File: src/rtl/mul16_seq.sv
// Sequential 16x16 shift-and-add multiplier, product modulo 2^16.
// One step per clock through a single shared ripple adder.

module add16 (
   input  logic [15:0] i_a,
   input  logic [15:0] i_b,
   output logic [15:0] o_sum
);

   logic [15:0] w_c;

   assign w_c[0] = 1'b0;

   for (genvar i = 0; i < 16; i++) begin : g_fa
      assign o_sum[i] = i_a[i] ^ i_b[i] ^ w_c[i];
      if (i < 15) begin : g_carry
         assign w_c[i+1] = (i_a[i] & i_b[i])
                         | (w_c[i] & (i_a[i] ^ i_b[i]));
      end
   end

endmodule

module mul16_seq #(
   parameter bit EARLY_EXIT = 1'b0
) (
   input  logic        clk,
   input  logic        rst_n,
   input  logic        start,
   input  logic [15:0] a,
   input  logic [15:0] b,
   output logic        busy,
   output logic        done,
   output logic [15:0] out
);

   typedef enum logic [1:0] {
      S_IDLE,
      S_RUN,
      S_DONE
   } state_t;

   state_t      r_state;
   state_t      w_next;
   logic [15:0] r_acc;
   logic [15:0] r_mcand;
   logic [15:0] r_mplr;
   logic [4:0]  r_cnt;
   logic [15:0] r_out;

   logic [15:0] w_sum;
   logic [15:0] w_acc_nx;
   logic [15:0] w_mplr_sh;
   logic        w_last;
   logic        w_accept;

   add16 u_add (
      .i_a   (r_acc),
      .i_b   (r_mcand),
      .o_sum (w_sum)
   );

   assign w_acc_nx  = r_mplr[0] ? w_sum : r_acc;
   assign w_mplr_sh = {1'b0, r_mplr[15:1]};
   assign w_accept  = start && (r_state != S_RUN);

   // Early exit looks at the multiplier after this step's shift
   assign w_last = (r_cnt == 5'd15)
                || (EARLY_EXIT && (w_mplr_sh == 16'h0000));

   always_comb begin
      w_next = r_state;
      unique case (r_state)
         S_IDLE:  w_next = start ? S_RUN : S_IDLE;
         S_RUN:   w_next = w_last ? S_DONE : S_RUN;
         S_DONE:  w_next = start ? S_RUN : S_IDLE;
         default: w_next = S_IDLE;
      endcase
   end

   always_ff @(posedge clk or negedge rst_n) begin
      if (!rst_n) begin
         r_state <= S_IDLE;
         r_acc   <= '0;
         r_mcand <= '0;
         r_mplr  <= '0;
         r_cnt   <= '0;
         r_out   <= '0;
      end else begin
         r_state <= w_next;
         if (w_accept) begin
            r_acc   <= '0;
            r_mcand <= a;
            r_mplr  <= b;
            r_cnt   <= '0;
         end else if (r_state == S_RUN) begin
            r_acc   <= w_acc_nx;
            r_mcand <= {r_mcand[14:0], 1'b0};
            r_mplr  <= w_mplr_sh;
            r_cnt   <= r_cnt + 5'd1;
            if (w_last) begin
               r_out <= w_acc_nx;
            end
         end
      end
   end

   assign busy = (r_state == S_RUN);
   assign done = (r_state == S_DONE);
   assign out  = r_out;

endmodule

File: config.mk
export PLATFORM = sky130hd
export DESIGN_NAME = mul16_seq
export DESIGN_NICKNAME = d
export VERILOG_FILES = /design/src/rtl/mul16_seq.sv
export SDC_FILE = /design/constraint.sdc
export NUM_CORES = 1
export LEC_CHECK = 0
export ABC_CLOCK_PERIOD_IN_PS = 8400
export BUFFER_PORTS_ARGS = -buffer_cell sky130_fd_sc_hd__buf_4
export CORE_MARGIN = 2
export CORE_UTILIZATION = 57
export DETAILED_ROUTE_END_ITERATION = 12
export HOLD_SLACK_MARGIN = 0.02
export PLACE_DENSITY = 0.8
export SLEW_MARGIN = 10
export SYNTH_ARGS = -nofsm -noshare
export SYNTH_HDL_FRONTEND = slang
export SYNTH_SLANG_ARGS = --single-unit
File: constraint.sdc
create_clock -name clk -period 8.4 [get_ports clk]
set_input_delay 0 -clock clk [delete_from_list [all_inputs] [get_ports clk]]
set_output_delay 0 -clock clk [all_outputs]
set_load 0.05 [all_outputs]
==> flow_summary.ini, run 1 <==
[placed_design]
place_ws_ns = 2.21
port_buffers = 52
post-place-cells = 442
gp_congestion = 0.786
dp_hpwl_um = 4420

[setup_path]
timing.reg2reg.setup_slack_ns = 2.19
r2r_end = out[14]
path_delay_family = adder cells
crit_type = reg -> reg
endpoint = out[14]
cp.arrival_ns = 6.38
reg2reg_depth = 21
crit_path_start = r_mcand[0]
critical_path.startpoint_type = flop
crit_path_max_incr_delay_ns = 0.43
crit_chain = ha_1 -> inv_1 -> fa_1 -> fa_1 -> fa_1 -> fa_1 -> fa_1 -> fa_1 -> fa_1 -> fa_1 -> fa_1 -> fa_1 -> inv_1 -> fa_1 -> inv_1 -> fa_1 -> inv_1 -> fa_1 -> fa_1 -> mux2i_1 -> o21ai_1
slowest_stage = fa_1
path_depth = 21
r2r-start = r_mcand[0]
cp_max_fo = 3
cp.required_ns = 8.57
cp_common_cell = fa_1
cp-end-kind = flop
crit_buf_inv = 4

[sta]
post-route-min-period_ns = 6.21
setup_ws_ns = 2.19
slew_headroom_pct = 26.0
holdWs_ns = 0.0196
fin_skew_ns = 0.0115
drv_slew = 0
finalSetupViolCount = 0
tightest_slew_ns = 1.11
timing.final.crit_share_pct = 73.9
fmax_ghz = 0.161
tns_ns = 0
rsz0062_at_grt = no
final_hold_viol_count = 0

[final_layout]
area_delta_synth_final_pct = 25.4
final_layout_size_suffix_gt1_share_pct = 17.1
fill_cells = 396
diodes = 0
layout.cells.non_filler = 490
nets = 462

[grt]
antenna_found_initial = 0
overflow = 0
grt.total_usage_pct = 23.5
grt_pass1_vias = 2656
grt_max_degree = 72
grt_pass1_wl_um = 12900

[yosys]
ys_seq_area_share_pct = 49.9
synth_flop_cell = dfrtp_1
ys_warn_count = 0
netlist_instances = 334
synth_area_leaders = dfrtp_1, mux2i_1, fa_1
synth-seq-cells = 71
async_flop_share_pct = 100
syn_nets = 386
synth-edff-count = 0
syn_area_um2 = 3560
synth_top_area_share_pct = 49.9
avgSynthCellArea_um2 = 10.7
synth_cell_types = 35
synth_common_cells = dfrtp_1, nand2_1, mux2i_1, inv_1, o21ai_0
synth_most_common_cell = dfrtp_1
synth_top_area_cell = dfrtp_1

[drt]
ant_nets = 0
drtIter0Drc = 153
vias_per_cell = 5.33
wl_um = 7440
drt_first_pass_iters = 4
routedWlPerCell_um = 15.2
drc = 0
vias = 2613

[floorplan]
die_w_um = 83.0
dieArea_um2 = 6890
core_um2 = 5990
row_count = 28
start_util_pct = 59.4
io_pins = 53
die_h_um = 83.0

[worst_hold_path]
hold_path_class = in -> reg

[clocking]
cts_tree = yes
clk_pin_slew_ns = 0.08
clk_latency_ns = 0.34
clock_sinks = 71
cts-root-buf = clkbuf_8
htree_levels = 3
clk_path_buf_depth = 2
cts_buffers = 9

[status]
status = finished clean

[power_and_ir_drop]
p_leak_nw = 2.20
p_per_area_nw_per_um2 = 364
ir_drop_v = 0.000212
power_mw = 1.62

[job]
maxCapViolCount = 0
[state kept, by name (all words and copies together), names as in the netlist]
signal	cells
out	16
r_acc	16
r_mcand	16
r_mplr	16
r_cnt	5
r_state	2
[kinds of logic (layout without fill, tap and decap cells)]
family | count (synthesis) | after routing | synth area share (%)
muxes | 46 | 46 | 13.0
DFF | 71 | 71 | 49.9
AOI/OAI and AO/OA | 75 | 75 | 12.8
and+or+nand+nor | 66 | 66 | 7.84
adders and majority gates | 17 | 17 | 8.93
buffers and inverters | 58 | 139 | 7.24
xor gates and xnor gates | 1 | 1 | 0.246
[routing by layer]
metal  track usage, %  vias up  routed length (um)
li1                 -     1263                   -
met1             32.1     1266                3270
met2             36.8       62                3710
met3             3.48       22                 233
met4             11.9        0                 220
met5                0        -                   0
[placed cells by master (no fill, tap or decap), types with 2 or more instances in the layout]
master          n
inv_1          37
a22o_1         12
ha_1            3
clkbuf_1        2
buf_4          52
and3_1          2
inv_2           2
dlygate4sd3_1  32
clkbuf_8       12
o21ai_1        25
dfrtp_1        71
nor3_1          2
mux2i_1        45
o21ai_0        28
nor2_1          2
o2bb2ai_1       3
nand3_1         3
nand2_1        52
fa_1           14
[worst min-delay path by stage]
stage / from / end / slack (ns) / cells past startpoint
floorplan: rst_n / out[0] / -0.30 / 0
global placement: rst_n / r_mcand[12] / 0.17 / 1
detailed placement: rst_n / r_mcand[12] / 0.18 / 1
CTS: a[8] / r_mcand[8] / 0.02 / 3
global route: a[8] / r_mcand[8] / 0.06 / 3
finish: a[8] / r_mcand[8] / 0.02 / 3
[report_power, final]
part           total [mW]  internal, mW  switching (mW)
combinational       0.736         0.279           0.457
sequential          0.599         0.487           0.112
clock               0.287         0.162           0.125
total                1.62         0.928           0.694
[area by class of cell]
| class | instances | area [um2] | area share, % |
|---|---|---|---|
| sequential | 71 | 1780 | 39.8 |
| tap | 75 | 93.8 | 2.10 |
| clock buffer | 14 | 173 | 3.87 |
| multi-input combinational | 205 | 1520 | 34.2 |
| inverter | 39 | 146 | 3.28 |
| clock inverter | 2 | 37.5 | 0.841 |
| timing repair buffer | 84 | 711 | 15.9 |
[worst reg2reg max path: stages, from the launching register on]
cell	delay [ns]
dfrtp_1	0.38
ha_1	0.16
inv_1	0.05
fa_1	0.40
fa_1	0.39
fa_1	0.39
fa_1	0.39
fa_1	0.39
fa_1	0.39
fa_1	0.39
fa_1	0.38
fa_1	0.39
fa_1	0.37
inv_1	0.08
fa_1	0.17
inv_1	0.05
fa_1	0.35
inv_1	0.07
fa_1	0.18
fa_1	0.43
mux2i_1	0.16
o21ai_1	0.09
[stage by stage]
| step | util [%] | area (um2) |
|---|---|---|
| after floorplan | - | 3560 |
| after global placement | 65.6 | 3930 |
| after detailed placement | 65.6 | 3930 |
| after CTS | 74.5 | 4460 |
| after global routing | 74.5 | 4460 |
| final | 74.5 | 4460 |
[timing repair]
action,in CTS,in global routing
gates resized for setup,0,0
endpoints found under the hold margin,102,0
hold buffers,32,0
buffers inserted,0,0
No activity file was read; power rests on OpenSTA's default activity.
==> inputs of run 2 (changes only) <==
- ABC_CLOCK_PERIOD_IN_PS: 8400 -> 5500
- CORE_UTILIZATION: 57 -> 51
- PLACE_DENSITY: 0.8 -> 0.75
- clock period: 8.4 -> 5.5 ns (I/O delays scaled with it)
==> flow_summary.ini, run 2 (synthesized netlist as in run 1, its figures left out) <==
[setup_path]
cp-end-kind = flop
critical_path.startpoint_type = flop
cp_max_fo = 2
reg2reg_depth = 22
r2r_end = out[15]
timing.reg2reg.setup_slack_ns = -0.20
cp.required_ns = 5.76
r2r-start = r_mcand[0]
cp.arrival_ns = 5.96
crit_type = reg -> reg

[sta]
final_hold_viol_count = 0
slew_headroom_pct = 27.9
timing.final.crit_share_pct = 104
rsz0062_at_grt = yes
drv_slew = 0
finalSetupViolCount = 5
setup_ws_ns = -0.197
post-route-min-period_ns = 5.70
tightest_slew_ns = 1.08
fmax_ghz = 0.176
fin_skew_ns = 0.00763

[drt]
drt_first_pass_iters = 5
routedWlPerCell_um = 14.1
vias = 2620
ant_nets = 0
drc = 0
wl_um = 7100
vias_per_cell = 5.22
drtIter0Drc = 153

[worst_hold_path]
hold_path_class = in -> reg
min_to = r_mcand[0]
holdPathStages = 3
hp-start = start

[clocking]
clk_latency_ns = 0.35
cts-root-buf = clkbuf_8
clk_path_buf_depth = 2
clock_sinks = 71
clk_pin_slew_ns = 0.08
htree_levels = 3
cts_tree = yes
cts_buffers = 9

[placed_design]
post-place-cells = 452
dpl_cell_area_um2 = 4000
dp_hpwl_um = 4430
port_buffers = 52
gp_congestion = 0.770

[power_and_ir_drop]
ir_drop_v = 0.000284
p_per_area_nw_per_um2 = 550
p_leak_nw = 2.23

[grt]
grt_max_degree = 72
overflow = 0
grt_pass1_wl_um = 12000
grt.total_usage_pct = 20.4
antenna_found_initial = 0
grt_pass1_vias = 2588

[final_layout]
layout.cells.non_filler = 502
final_layout_size_suffix_gt1_share_pct = 23.7
final_cell_area_um2 = 4570
nets = 469
area_delta_synth_final_pct = 28.3
diodes = 0
layout_commonest_cell = dfrtp_1
final_util_pct = 67.6
mostFrequentLayoutCells = dfrtp_1, buf_4, nand2_1, mux2i_1

[floorplan]
start_util_pct = 52.7
die_h_um = 87.5
die_w_um = 87.5
io_pins = 53
dieArea_um2 = 7660
row_count = 30
core_um2 = 6760

[status]
status = finished, violations left
failed_checks = setup timing

[job]
maxCapViolCount = 0
==> run 2: what timing repair did <==
item	4_1_cts	5_1_grt
setup buffers	1	0
hold endpoints to repair	103	0
pin swaps	2	2
endpoints found under the setup margin	5	6
hold buffers	33	0
gates resized for setup	13	1
==> run 2: worst max path at each step <==
stage                      to        from  slack [ns]
global placement      out[14]    r_acc[0]       -0.12
CTS                 r_acc[15]  r_mcand[0]       -0.20
finish                out[15]  r_mcand[0]       -0.20
global route          out[15]    r_acc[0]       -0.46
detailed placement    out[15]    r_acc[0]       -0.19
floorplan             out[15]    r_acc[0]       -0.04
==> run 2: critical path, stage by stage, from the launching register on <==
cell,delay [ns]
dfrtp_1,0.36
ha_2,0.18
inv_2,0.04
fa_2,0.33
fa_2,0.35
fa_2,0.35
fa_2,0.34
fa_2,0.35
fa_2,0.35
fa_2,0.34
fa_2,0.34
fa_2,0.34
fa_2,0.34
inv_2,0.06
fa_2,0.18
inv_2,0.04
fa_2,0.32
inv_2,0.06
fa_2,0.18
fa_2,0.21
xnor2_2,0.07
or3_1,0.30
a31oi_1,0.16
==> run 2: layout make-up <==
cell class,count,area [um2]
clock buffers,10,138
clock inverters,6,60.1
fillers,498,2190
inverters,39,146
multi-input cells,205,1580
flip-flops and latches,71,1780
well taps,80,100
repair buffers,91,766
==> run 2: metrics by stage <==
stage          hold slack, ns  power, mW  setup TNS (ns)  setup slack (ns)
3_3_place_gp            0.176       2.00          -0.367            -0.118
2_1_floorplan          -0.296       1.75         -0.0446           -0.0446
6_report                0.264       2.51          -0.740            -0.197
5_1_grt                 0.268       2.72           -1.96            -0.461
3_5_place_dp            0.180       2.05          -0.708            -0.189
4_1_cts                 0.259       2.52          -0.671            -0.195
==> run 2: report_power, final <==
| part | total [mW] | switching, mW | internal (mW) |
|---|---|---|---|
| Combinational | 1.18 | 0.711 | 0.473 |
| Clock | 0.417 | 0.198 | 0.219 |
| Sequential | 0.911 | 0.168 | 0.744 |
==> run 2: per-layer routing <==
| layer | GRT usage [%] | share of wire (%) | routed length (um) |
|---|---|---|---|
| met1 | 27.3 | 46 | 3240 |
| met2 | 33.6 | 50 | 3560 |
| met3 | 2.54 | 2.2 | 155 |
| met4 | 9.37 | 2.1 | 147 |
| met5 | 0 | 0 | 0 |
